**config.mk**
```make
export PLATFORM = sky130hd
export DESIGN_NAME = bcd_autoscale
export DESIGN_NICKNAME = d
export VERILOG_FILES = /design/src/rtl/bcd_autoscale_pkg.sv /design/src/rtl/bcd_round_inc.sv /design/src/rtl/bcd_autoscale.sv
export SDC_FILE = /design/constraint.sdc
export NUM_CORES = 1
export LEC_CHECK = 0
export CAP_MARGIN = 15
export CORE_MARGIN = 2
export CORE_UTILIZATION = 45
export CTS_CLUSTER_SIZE = 12
export DETAILED_ROUTE_END_ITERATION = 7
export PLACE_DENSITY = 0.72
export SETUP_SLACK_MARGIN = 0.5
export SYNTH_ARGS = -nofsm -noshare
export SYNTH_HDL_FRONTEND = slang
export SYNTH_SLANG_ARGS = --single-unit
```
**constraint.sdc**
```tcl
create_clock -name clk -period 2.4 [get_ports clk]
set_input_delay 0.36 -clock clk [delete_from_list [all_inputs] [get_ports clk]]
set_output_delay 0.36 -clock clk [all_outputs]
set_load 0.05 [all_outputs]
```
**src/rtl/bcd_autoscale_pkg.sv**
```systemverilog
// Shared constants for the BCD auto-scaling display formatter.
package bcd_autoscale_pkg;

  // Working digit layout: {dp, bcd[3:0]}
  localparam int unsigned DIG_W        = 5;
  localparam int unsigned BCD_W        = 4;
  localparam int unsigned DP_BIT       = 4;

  // Guard-digit value at or above which the display rounds up
  localparam int unsigned GUARD_THRESH = 5;

  // Controller state encoding
  localparam logic [1:0] ST_IDLE  = 2'd0;
  localparam logic [1:0] ST_SHIFT = 2'd1;
  localparam logic [1:0] ST_ROUND = 2'd2;
  localparam logic [1:0] ST_DONE  = 2'd3;

endpackage

```
**src/rtl/bcd_round_inc.sv**
```systemverilog
// N_DIG-digit BCD incrementer (+1) with decimal carry-out.
module bcd_round_inc #(
  parameter int unsigned N_DIG = 4
) (
  input  logic [4*N_DIG-1:0] bcd,
  output logic [4*N_DIG-1:0] sum,
  output logic               carry
);

  logic c;

  // Ripple +1 from the least significant digit, wrapping 9 -> 0
  always_comb begin
    c     = 1'b1;
    sum   = '0;
    for (int unsigned i = 0; i < N_DIG; i++) begin
      if (c) begin
        if (bcd[4*i +: 4] >= 4'd9) begin
          sum[4*i +: 4] = 4'd0;
        end else begin
          sum[4*i +: 4] = bcd[4*i +: 4] + 4'd1;
          c             = 1'b0;
        end
      end else begin
        sum[4*i +: 4] = bcd[4*i +: 4];
      end
    end
    carry = c;
  end

endmodule

```
**src/rtl/bcd_autoscale.sv**
```systemverilog
// BCD auto-scaler: strips leading zero digits and presents the top N_OUT
// digits with a decimal-point marker on the original least significant digit.
// Optional rounding on the first hidden digit: define BCD_AUTOSCALE_ROUND_EN.
module bcd_autoscale
  import bcd_autoscale_pkg::*;
#(
  parameter int unsigned N_IN  = 11,
  parameter int unsigned N_OUT = 4
) (
  input  logic                     clk,
  input  logic                     reset,
  input  logic                     start,
  input  logic [4*N_IN-1:0]        bcd_in,
  output logic [5*N_OUT-1:0]       dig_out,
  output logic [$clog2(N_IN)-1:0]  shift_cnt,
  output logic                     zero,
  output logic                     sat,
  output logic                     ready,
  output logic                     done_tick
);

  localparam int unsigned CNT_W  = $clog2(N_IN);
  localparam int unsigned WORK_W = DIG_W * N_IN;
  localparam int unsigned OUT_W  = DIG_W * N_OUT;

  logic [1:0]        state;
  logic [1:0]        state_next;
  logic [WORK_W-1:0] work;
  logic [WORK_W-1:0] load_val;
  logic [CNT_W-1:0]  cnt;
  logic [OUT_W-1:0]  top_dig;
  logic              top_zero;
  logic              all_zero;

  assign top_dig   = work[WORK_W-1 -: OUT_W];
  assign top_zero  = (work[WORK_W-1 -: DIG_W] == '0);
  assign ready     = (state == ST_IDLE);
  assign done_tick = (state == ST_DONE);

  // Widen input digits to 5 bits, marking digit 0 as the decimal point
  always_comb begin
    load_val = '0;
    for (int unsigned i = 0; i < N_IN; i++) begin
      load_val[DIG_W*i +: DIG_W] = {(i == 0), bcd_in[BCD_W*i +: BCD_W]};
    end
  end

  // Input was zero iff no nonzero BCD field survives in the working register
  always_comb begin
    all_zero = 1'b1;
    for (int unsigned i = 0; i < N_IN; i++) begin
      if (work[DIG_W*i +: BCD_W] != '0) all_zero = 1'b0;
    end
  end

`ifdef BCD_AUTOSCALE_ROUND_EN
  localparam int unsigned GUARD_IDX = N_IN - 1 - N_OUT;

  logic [BCD_W*N_OUT-1:0] top_bcd;
  logic [BCD_W*N_OUT-1:0] inc_sum;
  logic                   inc_carry;
  logic                   round_up;
  logic                   sat_next;
  logic                   sat_r;
  logic [OUT_W-1:0]       rnd_dig;

  // Strip dp bits for the incrementer
  always_comb begin
    top_bcd = '0;
    for (int unsigned j = 0; j < N_OUT; j++) begin
      top_bcd[BCD_W*j +: BCD_W] = top_dig[DIG_W*j +: BCD_W];
    end
  end

  bcd_round_inc #(.N_DIG(N_OUT)) u_round_inc (
    .bcd   (top_bcd),
    .sum   (inc_sum),
    .carry (inc_carry)
  );

  // Select truncated, rounded or saturated digits; dp bits pass through
  always_comb begin
    rnd_dig  = '0;
    round_up = (work[DIG_W*GUARD_IDX +: BCD_W] >= BCD_W'(GUARD_THRESH));
    sat_next = round_up & inc_carry;
    for (int unsigned j = 0; j < N_OUT; j++) begin
      rnd_dig[DIG_W*j + DP_BIT] = top_dig[DIG_W*j + DP_BIT];
      if (!round_up)
        rnd_dig[DIG_W*j +: BCD_W] = top_dig[DIG_W*j +: BCD_W];
      else if (inc_carry)
        rnd_dig[DIG_W*j +: BCD_W] = 4'd9;
      else
        rnd_dig[DIG_W*j +: BCD_W] = inc_sum[BCD_W*j +: BCD_W];
    end
  end

  assign sat = sat_r;
`else
  assign sat = 1'b0;
`endif

  // State register
  always_ff @(posedge clk) begin
    if (reset) state <= ST_IDLE;
    else       state <= state_next;
  end

  // Next-state logic
  always_comb begin
    state_next = state;
    case (state)
      ST_IDLE:  if (start) state_next = ST_SHIFT;
      ST_SHIFT: begin
        if (!top_zero) begin
`ifdef BCD_AUTOSCALE_ROUND_EN
          state_next = ST_ROUND;
`else
          state_next = ST_DONE;
`endif
        end
      end
`ifdef BCD_AUTOSCALE_ROUND_EN
      ST_ROUND: state_next = ST_DONE;
`endif
      ST_DONE:  state_next = ST_IDLE;
      default:  state_next = ST_IDLE;
    endcase
  end

  // Working register, shift counter and result registers
  always_ff @(posedge clk) begin
    if (reset) begin
      work      <= '0;
      cnt       <= '0;
      dig_out   <= '0;
      shift_cnt <= '0;
      zero      <= 1'b0;
`ifdef BCD_AUTOSCALE_ROUND_EN
      sat_r     <= 1'b0;
`endif
    end else begin
      case (state)
        ST_IDLE: begin
          if (start) begin
            work <= load_val;
            cnt  <= '0;
          end
        end
        ST_SHIFT: begin
          if (top_zero) begin
            work <= {work[WORK_W-DIG_W-1:0], DIG_W'(0)};
            cnt  <= cnt + CNT_W'(1);
          end
`ifndef BCD_AUTOSCALE_ROUND_EN
          else begin
            dig_out   <= top_dig;
            shift_cnt <= cnt;
            zero      <= all_zero;
          end
`endif
        end
`ifdef BCD_AUTOSCALE_ROUND_EN
        ST_ROUND: begin
          dig_out   <= rnd_dig;
          shift_cnt <= cnt;
          zero      <= all_zero;
          sat_r     <= sat_next;
        end
`endif
        default: ;
      endcase
    end
  end

endmodule

```
==> results of run 1 <==
==> sequential cells by signal, indices dropped and copies added, names as in the netlist <==
signal / flops
dig_out: 20
cnt: 4
work: 55
state: 2
zero: 1
shift_cnt: 4
==> layer usage <==
metal  track usage (%)  share of wire (%)  wire [um]  vias to the layer above
met4              8.21                1.7        142                        0
met2              31.4                 47       3910                       77
met5                 0                  0          0                        -
met1              26.0                 47       3880                     1411
met3              3.20                4.6        381                       12
li1                  -                  -          -                     1541
==> what timing repair did <==
action / in CTS / in global routing
pin swaps: 1 / 0
endpoints found under the setup margin: 39 / 44
gates cloned: 1 / 2
gates resized for setup: 4 / 12
hold buffers: 0 / 0
setup buffers: 1 / 1
==> cell families (layout without fill, tap and decap cells) <==
kind of cell / Yosys count / count (layout)
buffers and inverters: 33 / 105
other: 1 / 1
and+or+nand+nor: 142 / 142
muxes: 41 / 41
AOI/OAI and AO/OA: 87 / 87
xor gates and xnor gates: 1 / 1
adders and majority gates: 1 / 1
DFF: 86 / 86
==> cells in the mapped netlist, drive strengths merged, types with 2 or more instances <==
master	n	share of area, %
a211oi	41	8.8
a21oi	30	4.3
a22oi	10	2.1
buf	14	2.0
clkbuf	18	1.9
dfxtp	86	49
mux2i	41	12
nand2	52	5.6
nand2b	2	0.36
nand3	7	1.0
nand4	4	0.71
nor2	55	5.9
nor3	4	0.57
nor4	11	2.1
o21ai	3	0.43
==> final timing paths <==
check | start | to | slack (ns) | cells after the start
worst max register to register | work[50]$_SDFFE_PP0P_ | work[5]$_SDFFE_PP0P_ | 0.53 | 6
worst max-delay path | dig_out[19]$_SDFFE_PP0P_ | dig_out[19] | 0.52 | 1
worst min register to register | work[14]$_SDFFE_PP0P_ | work[19]$_SDFFE_PP0P_ | 0.45 | 2
worst min-delay path | work[14]$_SDFFE_PP0P_ | work[19]$_SDFFE_PP0P_ | 0.45 | 2
==> stage by stage <==
stage / hold WS [ns] / instance area, um2 / utilization [%]
6_report: 0.449 / 4640 / 60.6
3_3_place_gp: 0.439 / 4350 / 56.9
2_1_floorplan: 0.436 / 3510 / -
5_1_grt: 0.475 / 4640 / 60.6
3_5_place_dp: 0.448 / 4350 / 56.9
4_1_cts: 0.456 / 4550 / 59.5
==> report_power, final <==
part | internal (mW) | total, mW | switching, mW
clock | 0.391 | 0.853 | 0.462
sequential | 1.57 | 1.70 | 0.133
combinational | 0.405 | 0.869 | 0.464
==> cell type report <==
| class | count | area, um2 |
|---|---|---|
| clock inverter | 2 | 10.0 |
| inverter | 1 | 3.75 |
| multi-input combinational | 273 | 1680 |
| timing repair buffer | 90 | 945 |
| sequential | 86 | 1720 |
| clock buffer | 12 | 145 |
| fill | 682 | 3010 |
| tap | 102 | 128 |
==> worst register-to-register path, stage by stage (launching register included) <==
cell and delay (ns):
dfxtp_2 0.36, or4_4 0.58, o31ai_4 0.20, buf_6 0.17, clkbuf_16 0.17, nor2_1 0.04
a211oi_1 0.26
==> reports/results.ini, run 1 <==
[setup_path]
endpoint_kind = output pin
crit_path_max_incr_delay_ns = 0.84
cp_max_fo = 2
worst-path-buf-inv = 1
path_cells = clkdlybuf4s50_1
start_kind = flop
crit_slowest_cell = clkdlybuf4s50_1
crit_family = buffers and inverters
critPathRequiredTime_ns = 2.04
cp_data_arrival_time_ns = 1.52
worstSetupPathType = flop to output pin

[route]
wl_um = 8310
post_drt_via_cell_ratio = 5.37
wl_per_cell_um = 14.7
drt_iter0_markers = 156
vias = 3041
first_pass_iters = 4
drtAntennaViolNets = 0
post-route-drc-count = 0

[placement]
io_buffer_count = 73
dp_cells = 547
dp_hpwl_um = 5650
gp_congestion = 0.811
place_ws_ns = 0.241

[layout]
final_cell_mix = dfxtp_1, clkdlybuf4s50_1, nor2_1
final_common_cell = dfxtp_1
fin_nets = 509
instances_no_fill = 566
post_route_cells_drive_above_1_share_pct = 9.05
antennaDiodeCount = 0
area_growth_pct = 32.2

[sta]
fin_crit_ns = 1.88
finClkSkew_ns = 0.0102
slew_headroom_pct = 37.7
setup_slack_ns = 0.523
hold_violations = 0
tns_ns = 0
worst_pin_slew_ns = 0.934
setup_viol = 0
clock.fmax_ghz = 0.533
rsz0062_at_grt = no
post-route-period-util_pct = 78.2
slew_viol_final = 0

[synth]
synth-async-reset-ratio_pct = 0
synth-xor-area-share_pct = 0.250
syn_inst = 392
synth.avg_cell_area_um2 = 8.95
synthSimpleGateAreaFrac_pct = 17.8
synth_edf_count = 0
ys_warn_count = 0
synth_top_family_by_area = simple AND/OR/NAND/NOR gates
synth_seq_area_share_pct = 49.1
syn-cell-area_mm2 = 0.00351
muxShareOfSynthArea_pct = 11.7
syn_nets = 440
ys_seq_elements = 86
synth_compound_area_share_pct = 16.7
synth-adder-area-share_pct = 0.357
synth_cell_types = 33
synthFlopType = dfxtp_1

[grt]
grt_pass1_vias = 2757
grt_max_degree = 50
grtUsageTotal_pct = 19.5
grt_pass1_wl_um = 13200
antenna_found_initial = 0
overflow = 0

[floorplan]
io_pins = 75
core_area_mm2 = 0.00765
fp.dieW_um = 92.3
die_area_mm2 = 0.00852
start_util_pct = 45.9
die_h_um = 92.3
rows = 32

[min_path]
hp-class = flop to flop

[pwr]
power_density_mw_per_mm2 = 738
leakagePower_nw = 1.81
total_power_mw = 3.42
peakVddDrop_uv = 326

[outcome]
status = completed

[clocking]
numCtsBuffers = 9
cts_sinks = 86
path_clk_slew_ns = 0.08
clock_path_buffers = 2
clockRootBuffer = clkbuf_8
cts_max_level = 3
clk_latency_ns = 0.34
cts_tree = built

[run]
maxCapViolCount = 0

Power figures use the tool's default switching activity.
==> run 2, diff against run 1 <==
==> constraint.sdc (replaced) <==
create_clock -name clk -period 1.8 [get_ports clk]
set_input_delay 0.27 -clock clk [delete_from_list [all_inputs] [get_ports clk]]
set_output_delay 0.27 -clock clk [all_outputs]
set_load 0.05 [all_outputs]
==> run 2 against run 1 <==
The flow now finishes with violations (setup timing). Non-clock buffer count rose by 25. Via count rose by 7.6%. Flip-flop and latch count did not move. Power rose by 53%. Core utilization rose by 8.9 points. Clock skew barely moved. Worst setup slack got worse by 0.53 ns. Sequential power rose by 34%. Die area did not move. Design area rose by 15%. First-iteration DRC count rose by 17%. Combinational power rose by 89%.
==> reports/results.ini, run 2 (synthesis results as in run 1) <==
[outcome]
status = complete, but fails checks  ; was completed
violations = setup timing

[sta]
setup_slack_ns = -0.00264  ; was 0.523 ns
whs_ns = 0.452  ; was 0.449 ns
post-route-period-util_pct = 100
worst_pin_slew_ns = 0.634  ; was 0.934 ns
slew_headroom_pct = 57.7  ; was 37.7%
slew_viol_final = 0  ; unchanged
rsz0062_at_grt = yes  ; was no
hold_violations = 0  ; unchanged
clock.fmax_ghz = 0.555
fin_crit_ns = 1.80
finClkSkew_ns = 0.0101  ; was 0.0102 ns
setup_viol = 1  ; was 0

[route]
drt_iter0_markers = 182  ; was 156
first_pass_iters = 4  ; unchanged
wl_per_cell_um = 17.2  ; was 14.7 um
vias = 3272  ; was 3041
post-route-drc-count = 0  ; unchanged
drtAntennaViolNets = 0  ; unchanged
post_drt_via_cell_ratio = 5.52  ; was 5.37
wl_um = 10200  ; was 8310 um

[layout]
largest-register = work  ; unchanged
final_common_cell = dfxtp_1  ; unchanged
n_fill_cell = 562  ; was 682
final_cell_mix = dfxtp_1, nor2_1, clkdlybuf4s50_1  ; was dfxtp_1, clkdlybuf4s50_1, nor2_1
multi_input_area_mm2 = 0.00203  ; was 0.00168 mm2
fin_nets = 534  ; was 509
post_route_cells_drive_above_1_share_pct = 34.0  ; was 9.05%
post-route-util_pct = 69.5  ; was 60.6%
antennaDiodeCount = 0  ; unchanged
largest_reg_flops = 55  ; unchanged
area_growth_pct = 51.5  ; was 32.2%
seqCellArea_mm2 = 0.00173  ; was 0.00172 mm2
top_regs = work (55), dig_out (20)  ; unchanged

[grt]
gr-usage-met2_pct = 37.1  ; was 31.4%
met1_usage_pct = 29.9  ; was 26.0%
grtUsageTotal_pct = 22.9  ; was 19.5%
overflow = 0  ; unchanged
grt_pass1_wl_um = 15200  ; was 13200 um
antenna_found_initial = 0  ; unchanged
grt_pass1_vias = 3078  ; was 2757
grt_max_degree = 36  ; was 50
use_met3_pct = 5.09  ; was 3.20%
top_usage_layer = met2  ; unchanged

[pwr]
p_int_mw = 3.54  ; was 2.36 mW
leakagePower_nw = 2.12  ; was 1.81 nW
swShare_pct = 32.3  ; was 31.0%
clock_power_share_pct = 25.1  ; was 24.9%
p_switching_mw = 1.69  ; was 1.06 mW
peakVddDrop_uv = 482  ; was 326 uV
pwr-share-comb_pct = 31.4  ; was 25.4%
seqPwrFrac_pct = 43.5  ; was 49.7%
power_density_mw_per_mm2 = 983  ; was 738 mW/mm2

[floorplan]
core_area_mm2 = 0.00765  ; unchanged
fp.dieW_um = 92.3  ; unchanged
die_h_um = 92.3  ; unchanged
die_area_mm2 = 0.00852  ; unchanged
io_pins = 75  ; unchanged
start_util_pct = 45.9  ; unchanged
rows = 32  ; unchanged

[placement]
place_ws_ns = -0.168  ; was 0.241 ns
dp_hpwl_um = 5720  ; was 5650 um
io_buffer_count = 73  ; unchanged
gp_congestion = 0.781  ; was 0.811

[setup_path]
start_kind = flop  ; unchanged
cp_max_fo = 6  ; was 2
cp_data_arrival_time_ns = 2.11  ; was 1.52 ns
timing.rr.start = work[52]$_SDFFE_PP0P_  ; was work[50]$_SDFFE_PP0P_
endpoint_kind = flop  ; was output pin
critPathRequiredTime_ns = 2.10  ; was 2.04 ns
rr_endpoint = dig_out[4]$_SDFFE_PP0P_  ; was work[5]$_SDFFE_PP0P_
reg2regPathDepth = 7  ; was 6
worstSetupPathType = flop to flop  ; was flop to output pin
ff2ff_setup_slack_ns = -0.003  ; was 0.53 ns

[clocking]
path_clk_slew_ns = 0.08  ; about the same
clockRootBuffer = clkbuf_8  ; unchanged
numCtsBuffers = 9  ; unchanged
cts_max_level = 3  ; unchanged
clk_latency_ns = 0.36  ; was 0.34 ns
cts_sinks = 86  ; unchanged
cts-hold-fix-buffers = 0  ; unchanged
clock_path_buffers = 2  ; unchanged
cts_tree = built  ; unchanged

[min_path]
hp-class = flop to flop  ; unchanged
hold_path_startpoint = dig_out[12]$_SDFFE_PP0P_  ; was work[14]$_SDFFE_PP0P_
worstHoldPathCells = 2  ; unchanged
min_to = dig_out[12]$_SDFFE_PP0P_  ; was work[19]$_SDFFE_PP0P_

[run]
maxCapViolCount = 0  ; unchanged

==> run 2: per-layer routing <==
layer  share of wire (%)  wire [um]  vias to the layer above
met1                  43       4400                     1585
met4                 1.4        141                        0
li1                    -          -                     1585
met3                 5.6        574                       13
met5                   0          0                        -
met2                  50       5080                       89
==> run 2: timing repair <==
item | 4_1_cts | 5_1_grt
endpoints found under the hold margin | 0 | 0
buffers inserted | 11 | 1
endpoints found under the setup margin | 100 | 87
resized for setup | 101 | 100
pin swaps | 7 | 45
cloned | 6 | 5
==> run 2: worst max-delay path by stage <==
stage	start	to	slack [ns]	cells past startpoint
floorplan	work[53]$_SDFFE_PP0P_	work[53]$_SDFFE_PP0P_	0.11	4
detailed placement	start	work[36]$_SDFFE_PP0P_	-0.17	6
global placement	start	work[15]$_SDFFE_PP0P_	-0.11	6
CTS	work[53]$_SDFFE_PP0P_	work[15]$_SDFFE_PP0P_	0.04	6
global route	work[52]$_SDFFE_PP0P_	dig_out[4]$_SDFFE_PP0P_	-0.06	7
finish	work[52]$_SDFFE_PP0P_	dig_out[4]$_SDFFE_PP0P_	-0.003	7
==> run 2: per-stage QoR <==
stage | cells | power, mW | area [um2] | setup TNS, ns
after floorplan | 392 | 3.01 | 3560 | 0
after global placement | 554 | 3.36 | 4410 | -3.66
after detailed placement | 554 | 3.39 | 4410 | -5.13
after CTS | 587 | 4.94 | 4860 | 0
after global routing | 593 | 5.47 | 5310 | -0.787
final | 593 | 5.23 | 5310 | -0.00264
==> run 2: power groups by stage <==
stage	Sequential [mW]	Clock [mW]	Combinational, mW
floorplan	2.32	0	0.694
global placement	2.28	0	1.08
detailed placement	2.29	0	1.10
CTS	2.25	1.32	1.37
global route	2.29	1.42	1.75
finish	2.27	1.31	1.64
==> run 2: critical path, stage by stage (launching register included) <==
cell and delay (ns):
dfxtp_2 0.33, or4_4 0.57, buf_6 0.15, o21ai_4 0.21
buf_6 0.16, clkbuf_16 0.15, nand2_2 0.06, a21oi_2 0.11
==> run 2: final cells by class <==
type / instances / area share [%]
Multi-Input combinational cell: 273 / 38.1
Sequential cell: 86 / 32.6
Timing Repair Buffer: 115 / 23.4
Clock buffer: 12 / 2.54
Tap cell: 102 / 2.40
Clock inverter: 4 / 0.895
Inverter: 1 / 0.0706
